### src/rtl/dm_pkg.sv
// Shared definitions for the data-memory access path: geometry of the
// 24-bit-word byte memory and the arbiter sequencing states.
package dm_pkg;

    localparam int DM_AW         = 24;
    localparam int DM_DW         = 24;
    localparam int DM_MEM_BYTES  = 256;
    localparam int DM_WORD_BYTES = 3;

    typedef enum logic [1:0] {
        IDLE   = 2'd0,
        ACCESS = 2'd1,
        RESP   = 2'd2
    } dm_state_t;

endpackage

### src/rtl/rr_pick2.sv
// Two-way request picker: fixed priority to port 0, or alternate away
// from the port that was served last when both ask at once.
module rr_pick2
    import dm_pkg::*;
#(
    parameter int FIXED_PRIO = 0
) (
    input  logic i_req0,
    input  logic i_req1,
    input  logic i_last_grant,
    output logic o_gnt_id,
    output logic o_valid
);

    // Choose the winning port; a lone requester always wins.
    always_comb begin
        o_valid = i_req0 | i_req1;
        if (i_req0 && i_req1) begin
            o_gnt_id = (FIXED_PRIO != 0) ? 1'b0 : ~i_last_grant;
        end else begin
            o_gnt_id = i_req1;
        end
    end

endmodule

### src/rtl/dm_arbiter.sv
// Two-port arbiter and access sequencer for the 24-bit-word data memory.
// Each transaction runs IDLE (grant) -> ACCESS (memory cycle) -> RESP (ack).
module dm_arbiter
    import dm_pkg::*;
#(
    parameter int AW         = DM_AW,
    parameter int DW         = DM_DW,
    parameter int MEM_BYTES  = DM_MEM_BYTES,
    parameter int WORD_BYTES = DM_WORD_BYTES,
    parameter int FIXED_PRIO = 0
) (
    input  logic          clk,
    input  logic          rst_n,
    input  logic          req0,
    input  logic          req1,
    input  logic          we0,
    input  logic          we1,
    input  logic [AW-1:0] addr0,
    input  logic [AW-1:0] addr1,
    input  logic [DW-1:0] wdata0,
    input  logic [DW-1:0] wdata1,
    output logic          ack0,
    output logic          ack1,
    output logic [DW-1:0] rdata0,
    output logic [DW-1:0] rdata1,
    output logic          err0,
    output logic          err1,
    output logic          busy,
    output logic [AW-1:0] mem_add,
    output logic [DW-1:0] mem_din,
    output logic          mem_wen,
    input  logic [DW-1:0] mem_dout
);

    // Highest word start address whose three bytes all fit in memory.
    localparam logic [AW-1:0] LAST_ADDR = AW'(MEM_BYTES - WORD_BYTES);

    dm_state_t     r_state;
    dm_state_t     w_next;
    logic          r_gnt_id;
    logic          r_we;
    logic          r_range_err;
    logic          r_last_grant;
    logic [DW-1:0] r_rdata;
    logic [AW-1:0] r_mem_add;
    logic [DW-1:0] r_mem_din;

    logic          w_gnt_id;
    logic          w_valid;
    logic          w_sel_we;
    logic [AW-1:0] w_sel_addr;
    logic [DW-1:0] w_sel_wdata;

    rr_pick2 #(
        .FIXED_PRIO (FIXED_PRIO)
    ) u_pick (
        .i_req0       (req0),
        .i_req1       (req1),
        .i_last_grant (r_last_grant),
        .o_gnt_id     (w_gnt_id),
        .o_valid      (w_valid)
    );

    assign w_sel_we    = w_gnt_id ? we1    : we0;
    assign w_sel_addr  = w_gnt_id ? addr1  : addr0;
    assign w_sel_wdata = w_gnt_id ? wdata1 : wdata0;

    // State register; reset abandons any transaction in flight.
    always_ff @(posedge clk or negedge rst_n) begin
        if (!rst_n) begin
            r_state <= IDLE;
        end else begin
            r_state <= w_next;
        end
    end

    // Next state: a grant starts a fixed three-cycle sequence.
    always_comb begin
        w_next = r_state;
        case (r_state)
            IDLE:    if (w_valid) w_next = ACCESS;
            ACCESS:  w_next = RESP;
            RESP:    w_next = IDLE;
            default: w_next = IDLE;
        endcase
    end

    // Transaction registers: latch the request on grant, read data in ACCESS,
    // remember the served port in RESP so round-robin favours the other one.
    always_ff @(posedge clk or negedge rst_n) begin
        if (!rst_n) begin
            r_gnt_id     <= 1'b0;
            r_we         <= 1'b0;
            r_range_err  <= 1'b0;
            r_last_grant <= 1'b1;
            r_rdata      <= '0;
            r_mem_add    <= '0;
            r_mem_din    <= '0;
        end else begin
            case (r_state)
                IDLE: begin
                    if (w_valid) begin
                        r_gnt_id    <= w_gnt_id;
                        r_we        <= w_sel_we;
                        r_mem_add   <= w_sel_addr;
                        r_mem_din   <= w_sel_wdata;
                        r_range_err <= (w_sel_addr > LAST_ADDR);
                    end
                end
                ACCESS: begin
                    r_rdata <= (r_we || r_range_err) ? '0 : mem_dout;
                end
                RESP: begin
                    r_last_grant <= r_gnt_id;
                end
                default: ;
            endcase
        end
    end

    // Outputs: write strobe only in ACCESS, response steered to the granted port.
    always_comb begin
        busy    = (r_state != IDLE);
        mem_add = r_mem_add;
        mem_din = r_mem_din;
        mem_wen = (r_state == ACCESS) && r_we && !r_range_err;
        ack0    = 1'b0;
        ack1    = 1'b0;
        rdata0  = '0;
        rdata1  = '0;
        err0    = 1'b0;
        err1    = 1'b0;
        if (r_state == RESP) begin
            if (r_gnt_id) begin
                ack1   = 1'b1;
                rdata1 = r_rdata;
                err1   = r_range_err;
            end else begin
                ack0   = 1'b1;
                rdata0 = r_rdata;
                err0   = r_range_err;
            end
        end
    end

endmodule
### config.mk
export PLATFORM = sky130hd
export DESIGN_NAME = dm_arbiter
export DESIGN_NICKNAME = d
export VERILOG_FILES = /design/src/rtl/dm_pkg.sv /design/src/rtl/rr_pick2.sv /design/src/rtl/dm_arbiter.sv
export SDC_FILE = /design/constraint.sdc
export NUM_CORES = 1
export LEC_CHECK = 0
export ABC_CLOCK_PERIOD_IN_PS = 2150
export CAP_MARGIN = 15
export CORE_ASPECT_RATIO = 1.1
export CORE_MARGIN = 1.5
export CORE_UTILIZATION = 41
export DETAILED_ROUTE_END_ITERATION = 10
export HOLD_SLACK_MARGIN = 0.12
export PLACE_DENSITY = 0.87
export SYNTH_ARGS = -nofsm -noshare
export SYNTH_HDL_FRONTEND = slang
export SYNTH_SLANG_ARGS = --single-unit
### constraint.sdc
create_clock -name clk -period 2.15 [get_ports clk]
set_input_delay 0.43 -clock clk [delete_from_list [all_inputs] [get_ports clk]]
set_output_delay 0.43 -clock clk [all_outputs]
set_load 0.02 [all_outputs]
==> flow_summary.toml, run 1 <==
[critical_path]
crit_family = "buffers and inverters"
worstPathArrival_ns = 1.65
cp.required_ns = 1.72
endpoint_kind = "output port"
path_cells = "nor2_2 -> inv_1 -> clkdlybuf4s50_1"
critPathMaxFanout = 4
cp_num_buf_inv = 2
cpMaxStageDelayCell = "clkdlybuf4s50_1"
critPathKind = "reg2out"
max_stage_delay_ns = 0.55
start_kind = "flop"

[global_routing]
grt_pass1_vias = 3619
grtUsageTotal = 0.230
gr-total-overflow = 0
grt_antenna_before_repair = 0
grt_max_degree = 44
grt_pass1_wl_microns = 17600

[synth]
ys_seq_elements = 78
yosysSeqAreaShare = 0.512
synthMuxAreaShare = 0.129
syn_area_sq_um = 3810
synth-simple-area-share = 0.171
syn_avg_cell_area_sq_um = 10.5
synthAdderAreaFrac = 0
synth-xor-area-share = 0
syn-num-nets = 488
synth_compound_area_frac = 0.133
yosys.cell_types.count = 28
syn_inst = 362
synth_top_family_by_area = "simple AND/OR/NAND/NOR gates"
yosysWarnings = 0

[detailed_routing]
wl_microns = 11200
drtAntennaViolNets = 0
first_iter_violations = 98
num_vias = 3598
firstDrtPassIters = 4
vias_per_cell = 5.11
wire_per_inst_microns = 16.0
drcViolationCount = 0

[floorplanning]
die-area_sq_um = 9890
rows = 36
die_x_microns = 95.0
io_pins = 228
core_area_sq_um = 8960
die_h_microns = 104
initial_core_util = 0.425

[layout]
final_cell_mix = "clkdlybuf4s50_1, dfrtp_1, nor2_1, a21oi_1, and2_1"
layout-drive-gt1-share = 0.134
layout_commonest_cell = "clkdlybuf4s50_1"
nets = 711
fin_util = 0.703
syn_to_final_growth_pct = 65.2
n_antenna_cell = 0

[cts]
numCtsBuffers = 9
cts.sinks = 78
clk-insertion-delay-late_ns = 0.34
clkSlewWorstSetupHoldPaths_ns = 0.08
cts_tree = "done"
htree_levels = 3
cts_max_path_buffers = 2
root_buffer = "clkbuf_8"
post_cts_buffers = 0

[sta]
tightest_slew_ns = 0.878
fin_skew_ns = 0.0120
relSlewSlack = 0.413
drv_slew = 0
hold_viol_final = 0
totalNegativeSetupSlack_ns = 0
max_freq_mhz = 481
setup_viol = 0
layout_min_cycle_time_ns = 2.08
period_share = 0.966

[pwr]
ir_worst_vdd_mv = 0.647
power_leakage_nw = 2.75
power_density_nw_per_um2 = 1070

[worst_hold_path]
hold_path_class = "reg2reg"

[placed_design]
hpwlAfterDp_microns = 8950
io_buffer_count = 227
place_congestion = 0.983

[job]
max_cap_violations = 0

[status]
status = "finished clean"
-- routing by layer --
layer / up-vias / share of wire / wire length [microns] / global-route usage
met5: - / 0 / 0 / 0
met4: 0 / 0.044 / 492 / 0.126
met3: 37 / 0.081 / 913 / 0.0556
met2: 180 / 0.50 / 5650 / 0.405
met1: 1668 / 0.37 / 4190 / 0.248
li1: 1713 / - / - / -
-- cells by family (layout without fill, tap and decap cells) --
| logic type | Yosys count | after routing |
|---|---|---|
| simple gates | 124 | 124 |
| buf+inv | 30 | 258 |
| compound gates | 81 | 81 |
| mux | 49 | 49 |
| flops | 78 | 78 |
-- worst paths after layout --
kind	cells past startpoint	endpoint	from	slack, ns
min in group asynchronous	2	r_rdata[20]	rst_n	0.57
max reg2reg	4	r_rdata[23]	r_state[1]	0.29
min	1	r_rdata[17]	r_rdata[17]	0.52
max in group asynchronous	3	mem_din[2]	rst_n	0.86
min reg2reg	1	r_rdata[17]	r_rdata[17]	0.52
max	3	busy	r_state[1]	0.07
-- Yosys cell counts --
master	n	area share
dfrtp_1	77	0.51
a21oi_1	51	0.067
nor2_1	51	0.050
and2_1	50	0.082
mux2i_1	49	0.13
a22o_1	24	0.055
buf_2	12	0.016
nor4_1	8	0.013
buf_8	5	0.020
clkbuf_1	4	0.0039
inv_1	4	0.0039
nand4_1	4	0.0066
buf_4	3	0.0059
nor2_2	3	0.0049
buf_6	2	0.0059
nand2b_1	2	0.0033
nand3_1	2	0.0026
a21boi_1	1	0.0020
a21o_1	1	0.0020
dfstp_2	1	0.0069
nand2_1	1	0.00098
nor3_1	1	0.0013
nor3_4	1	0.0043
nor3b_1	1	0.0020
o211ai_1	1	0.0020
o21a_1	1	0.0020
o21ai_1	1	0.0013
o22ai_1	1	0.0016
-- power by group --
group          switching [mW]  internal (mW)
sequential              0.296           1.97
combinational            1.81           1.56
clock                   0.531          0.569
total                    2.64           4.10
-- flip-flops by register name, summed over array words and instances (netlist names) --
register / flops
r_we: 1
r_state: 2
r_rdata: 24
r_gnt_id: 1
mem_din: 24
r_last_grant: 1
mem_add: 24
r_range_err: 1
-- repair_timing --
action	in CTS	in global routing
hold buffers	1	0
gates resized for setup	117	41
hold endpoints to repair	34	0
setup endpoints to repair	53	51
-- through the flow --
stage	instances	setup WS (ns)	total power [mW]	instance area (sq um)	hold WS (ns)
after floorplan	362	0.334	4.04	3810	0.134
after global placement	687	0.0983	5.54	6200	0.412
after detailed placement	687	0.0378	5.65	6200	0.414
after CTS	704	0.000676	6.76	6420	0.528
after global routing	704	-0.0147	7.14	6300	0.545
final	704	0.0722	6.74	6300	0.522
-- final cells by class --
cell class | instances | area [sq um]
Timing Repair Buffer | 238 | 2300
Clock inverter | 5 | 58.8
Inverter | 4 | 15.0
Fill cell | 656 | 2670
Clock buffer | 11 | 141
Sequential cell | 78 | 1950
Tap cell | 114 | 143
Multi-Input combinational cell | 254 | 1690
No activity file was read; power rests on OpenSTA's default activity.
==> run 2, diff against run 1 <==
Settings changed: HOLD_SLACK_MARGIN 0.12 to 0.03.
==> run 2 against run 1 <==
Net effect: sequential power is essentially flat; combinational power hardly changed; core utilization fell by 0.11 points; total power barely moved; global-route usage about the same; final cell count shrank 0.14%; clock power about the same; setup slack better by 0.0042 ns; register-to-register slack about the same; die area stayed put; via count decreased by 0.28%; critical endpoint unchanged; fmax rose by 0.20%.
==> flow_summary.toml, run 2 (synthesized netlist as in run 1, its figures left out) <==
[detailed_routing]
drcViolationCount = 0
vias_per_cell = 5.10
wire_per_inst_microns = 16.0
num_vias = 3588
first_iter_violations = 90
firstDrtPassIters = 4
wl_microns = 11200
drtAntennaViolNets = 0

[global_routing]
grt_antenna_before_repair = 0
use_met1 = 0.247
grt_use_met2 = 0.405
gr-total-overflow = 0
grtUsageTotal = 0.230
gr-usage-met3 = 0.0556
grt_pass1_vias = 3611
grt.busiest_layer = "met2"
grt_max_degree = 44
grt_pass1_wl_microns = 17500

[sta]
drv_slew = 0
layout_min_cycle_time_ns = 2.07
max_freq_mhz = 482
period_share = 0.964
hold_viol_final = 0
tightest_slew_ns = 0.870
setup_viol = 0
totalNegativeSetupSlack_ns = 0
relSlewSlack = 0.418
fin_skew_ns = 0.0133
timing.hold.ws_ns = 0.0348

[pwr]
finalPower_mw = 6.73
power_density_nw_per_um2 = 1070
power_leakage_nw = 2.75
ir_worst_vdd_mv = 0.645

[status]
status = "finished clean"

[layout]
layout-drive-gt1-share = 0.134
n_antenna_cell = 0
syn_to_final_growth_pct = 64.9
layout_commonest_cell = "clkdlybuf4s50_1"
final_cell_mix = "clkdlybuf4s50_1, dfrtp_1, nor2_1, a21oi_1, and2_1"
nets = 710

[cts]
post_cts_buffers = 0
htree_levels = 3
clk-insertion-delay-late_ns = 0.34
numCtsBuffers = 9
clkSlewWorstSetupHoldPaths_ns = 0.09
cts_max_path_buffers = 2
ctsHoldBuffers = 0
cts.sinks = 78
cts_tree = "done"
root_buffer = "clkbuf_8"

[floorplanning]
die_x_microns = 95.0
io_pins = 228
initial_core_util = 0.425
die_h_microns = 104
core_area_sq_um = 8960
die-area_sq_um = 9890
rows = 36

[placed_design]
io_buffer_count = 227
place_congestion = 0.983
hpwlAfterDp_microns = 8950

[critical_path]
endpoint_kind = "output port"
cpMaxStageDelayCell = "clkdlybuf4s50_1"
critPathMaxFanout = 4
max_stage_delay_ns = 0.55
path_cells = "nor2_2 -> inv_1 -> clkdlybuf4s50_1"
critPathKind = "reg2out"
worstPathArrival_ns = 1.64
start_kind = "flop"
cp.required_ns = 1.72

[worst_hold_path]
hold_path_class = "in2async"

[job]
max_cap_violations = 0
run 2: final cells by class:
| type | instances | area, sq um |
|---|---|---|
| clock inverter | 5 | 58.8 |
| multi-input combinational | 254 | 1690 |
| clock buffer | 11 | 141 |
| inverter | 4 | 15.0 |
| sequential | 78 | 1950 |
| tap | 114 | 143 |
| fill | 657 | 2680 |
| timing repair buffer | 237 | 2290 |
run 2: worst paths after layout:
check                            start     endpoint  slack [ns]  depth (start not counted)
max                         r_state[1]         busy        0.08                          3
min                              rst_n  r_rdata[22]        0.03                          1
max reg2reg                 r_state[1]  r_rdata[23]        0.30                          4
min reg2reg                r_rdata[17]  r_rdata[17]        0.52                          1
max in group asynchronous        rst_n   mem_din[2]        1.39                          2
min in group clk           r_rdata[17]  r_rdata[17]        0.52                          1
run 2: worst max-delay path, delay by kind of cell, from the launching register on:
family                 cells  cell delay, ns
flip-flops                 1            0.43
AND/OR/NAND/NOR            1            0.25
buffers and inverters      2            0.62
run 2: timing repair:
item                                    in CTS  in global routing
gates resized for setup                    117                 41
hold endpoints to repair                     0                  0
endpoints found under the setup margin      53                 51
pin swaps                                    0                  0
run 2: routing by layer:
layer / up-vias / part of all wire
met2: 180 / 0.50
li1: 1712 / -
met5: - / 0
met4: 0 / 0.041
met3: 36 / 0.079
met1: 1660 / 0.38
run 2: where the power goes:
part / total [mW] / switching (mW) / internal (mW)
combinational: 3.37 / 1.81 / 1.56
sequential: 2.27 / 0.296 / 1.97
clock: 1.10 / 0.528 / 0.569
run 2: per-stage QoR:
step / worst slack, ns / instances / utilization / area (sq um)
final: 0.0765 / 703 / 0.702 / 6290
after global routing: -0.0147 / 703 / 0.702 / 6290
after CTS: 0.000676 / 703 / 0.716 / 6410
after detailed placement: 0.0378 / 687 / 0.692 / 6200
after global placement: 0.0983 / 687 / 0.692 / 6200
after floorplan: 0.334 / 362 / - / 3810
==> run 3, diff against run 2 <==
Settings changed: ABC_CLOCK_PERIOD_IN_PS 2150 to default, CORE_MARGIN 1.5 to 1.
==> run 3 against run 2 <==
Net effect: sequential share of layout area increased by 0.64 points; non-clock buffer count decreased by 2; total power decreased by 2.3%; clock power decreased by 11%; flip-flop and latch count unchanged; die area decreased by 2.0%; largest power group unchanged.
==> flow_summary.toml, run 3 (synthesized netlist as in run 1, its figures left out) <==
[sta]
max_freq_mhz = 486
layout_min_cycle_time_ns = 2.06
setup_viol = 0
tightest_slew_ns = 0.887
fin_skew_ns = 0.00581
relSlewSlack = 0.407
drv_slew = 0
rsz0062_at_grt = "true"
totalNegativeSetupSlack_ns = 0
hold_viol_final = 0
period_share = 0.956

[critical_path]
start_kind = "flop"
critPathMaxFanout = 4
r2r-start = "r_state[1]"
critPathKind = "reg2out"
worstPathArrival_ns = 1.63
endpoint_kind = "output port"
cp.required_ns = 1.72
crit_start = "r_state[1]"
worst_r2r_endpoint = "r_rdata[21]"
ff2ff_path_depth = 4
rrSetupSlack_ns = 0.28

[cts]
numCtsBuffers = 9
ctsHoldBuffers = 0
cts_max_path_buffers = 2
post_cts_buffers = 0
cts.sinks = 78
root_buffer = "clkbuf_8"
clkSlewWorstSetupHoldPaths_ns = 0.07
clk-insertion-delay-late_ns = 0.35
cts_tree = "done"
htree_levels = 3

[global_routing]
grt_max_degree = 46
grt_use_met2 = 0.437
gr-usage-met3 = 0.0597
grt_pass1_wl_microns = 17200
grt_pass1_vias = 3512
grt_antenna_before_repair = 0
use_met1 = 0.255
grt.busiest_layer = "met2"
gr-total-overflow = 0
grtUsageTotal = 0.238

[floorplanning]
die_h_microns = 103
initial_core_util = 0.425
core_area_sq_um = 8960
die-area_sq_um = 9690
rows = 36
die_x_microns = 94.0
io_pins = 228

[placed_design]
io_buffer_count = 227
hpwlAfterDp_microns = 8750
place_congestion = 0.989

[pwr]
power_density_nw_per_um2 = 1070
power.switching_mw = 2.58
clockPowerShare = 0.148
swShare = 0.392
ir_worst_vdd_mv = 0.754
power_leakage_nw = 2.74
combPwrFrac = 0.508
finalPower_mw = 6.58
p_int_mw = 4.00
seqPwrFrac = 0.343

[detailed_routing]
drcViolationCount = 0
drtAntennaViolNets = 0
firstDrtPassIters = 4
vias_per_cell = 5.08
wire_per_inst_microns = 16.1
first_iter_violations = 95
num_vias = 3553
wl_microns = 11200

[layout]
layout_commonest_cell = "clkdlybuf4s50_1"
final_cell_mix = "clkdlybuf4s50_1, dfrtp_1, nor2_1, a21oi_1, and2_1"
layout-drive-gt1-share = 0.135
syn_to_final_growth_pct = 61.6
multiInputGateArea_sq_um = 1680
n_antenna_cell = 0
fill_cells = 673
nets = 708
regArea_sq_um = 1950

[worst_hold_path]
hold_path_class = "in2async"

[status]
status = "finished clean"

[job]
max_cap_violations = 0
==> run 3: what timing repair did <==
action / in CTS / in global routing
setup endpoints to repair: 53 / 50
gates resized for setup: 107 / 49
cloned: 0 / 0
==> run 3: how the worst max path moves through the flow <==
stage / end / slack [ns] / cells past startpoint
after floorplan: mem_wen / 0.33 / 4
after global placement: rdata1[5] / 0.13 / 5
after detailed placement: rdata1[5] / 0.08 / 5
after CTS: rdata1[0] / 0.0007 / 5
after global routing: busy / -0.003 / 3
final: busy / 0.09 / 3
==> run 3: worst max-delay path, stage by stage, from the launching register on <==
cell and delay (ns):
dfrtp_1 0.43, nor2_2 0.23, inv_1 0.06, clkdlybuf4s50_1 0.56
==> run 3: final cells by class <==
class | count | share of cell area
timing repair buffer | 235 | 0.358
sequential | 78 | 0.317
multi-input combinational | 254 | 0.272
clock buffer | 14 | 0.0264
tap | 114 | 0.0231
inverter | 4 | 0.00244
clock inverter | 1 | 0.000812
==> run 3: power by group through the flow <==
stage / Combinational [mW] / Clock, mW / Sequential, mW
5_1_grt: 3.60 / 1.07 / 2.32
3_3_place_gp: 3.30 / 0 / 2.25
3_5_place_dp: 3.38 / 0 / 2.28
2_1_floorplan: 1.25 / 0 / 2.80
4_1_cts: 3.38 / 1.01 / 2.26
6_report: 3.34 / 0.975 / 2.26
==> run 3: per-layer routing <==
metal,vias up,wire [microns],part of all wire
met5,-,0,0
met4,0,328,0.029
met3,26,913,0.081
met2,165,5720,0.51
met1,1661,4280,0.38
li1,1701,-,-
==> run 3: stage by stage <==
stage | cell area [sq um] | cells | hold slack (ns) | utilization | worst slack (ns)
2_1_floorplan | 3810 | 362 | 0.134 | - | 0.334
3_3_place_gp | 6200 | 685 | 0.465 | 0.691 | 0.128
3_5_place_dp | 6200 | 685 | 0.470 | 0.691 | 0.0822
4_1_cts | 6370 | 700 | 0.0886 | 0.710 | 0.000685
5_1_grt | 6160 | 700 | 0.112 | 0.687 | -0.00304
6_report | 6160 | 700 | 0.0752 | 0.687 | 0.0940
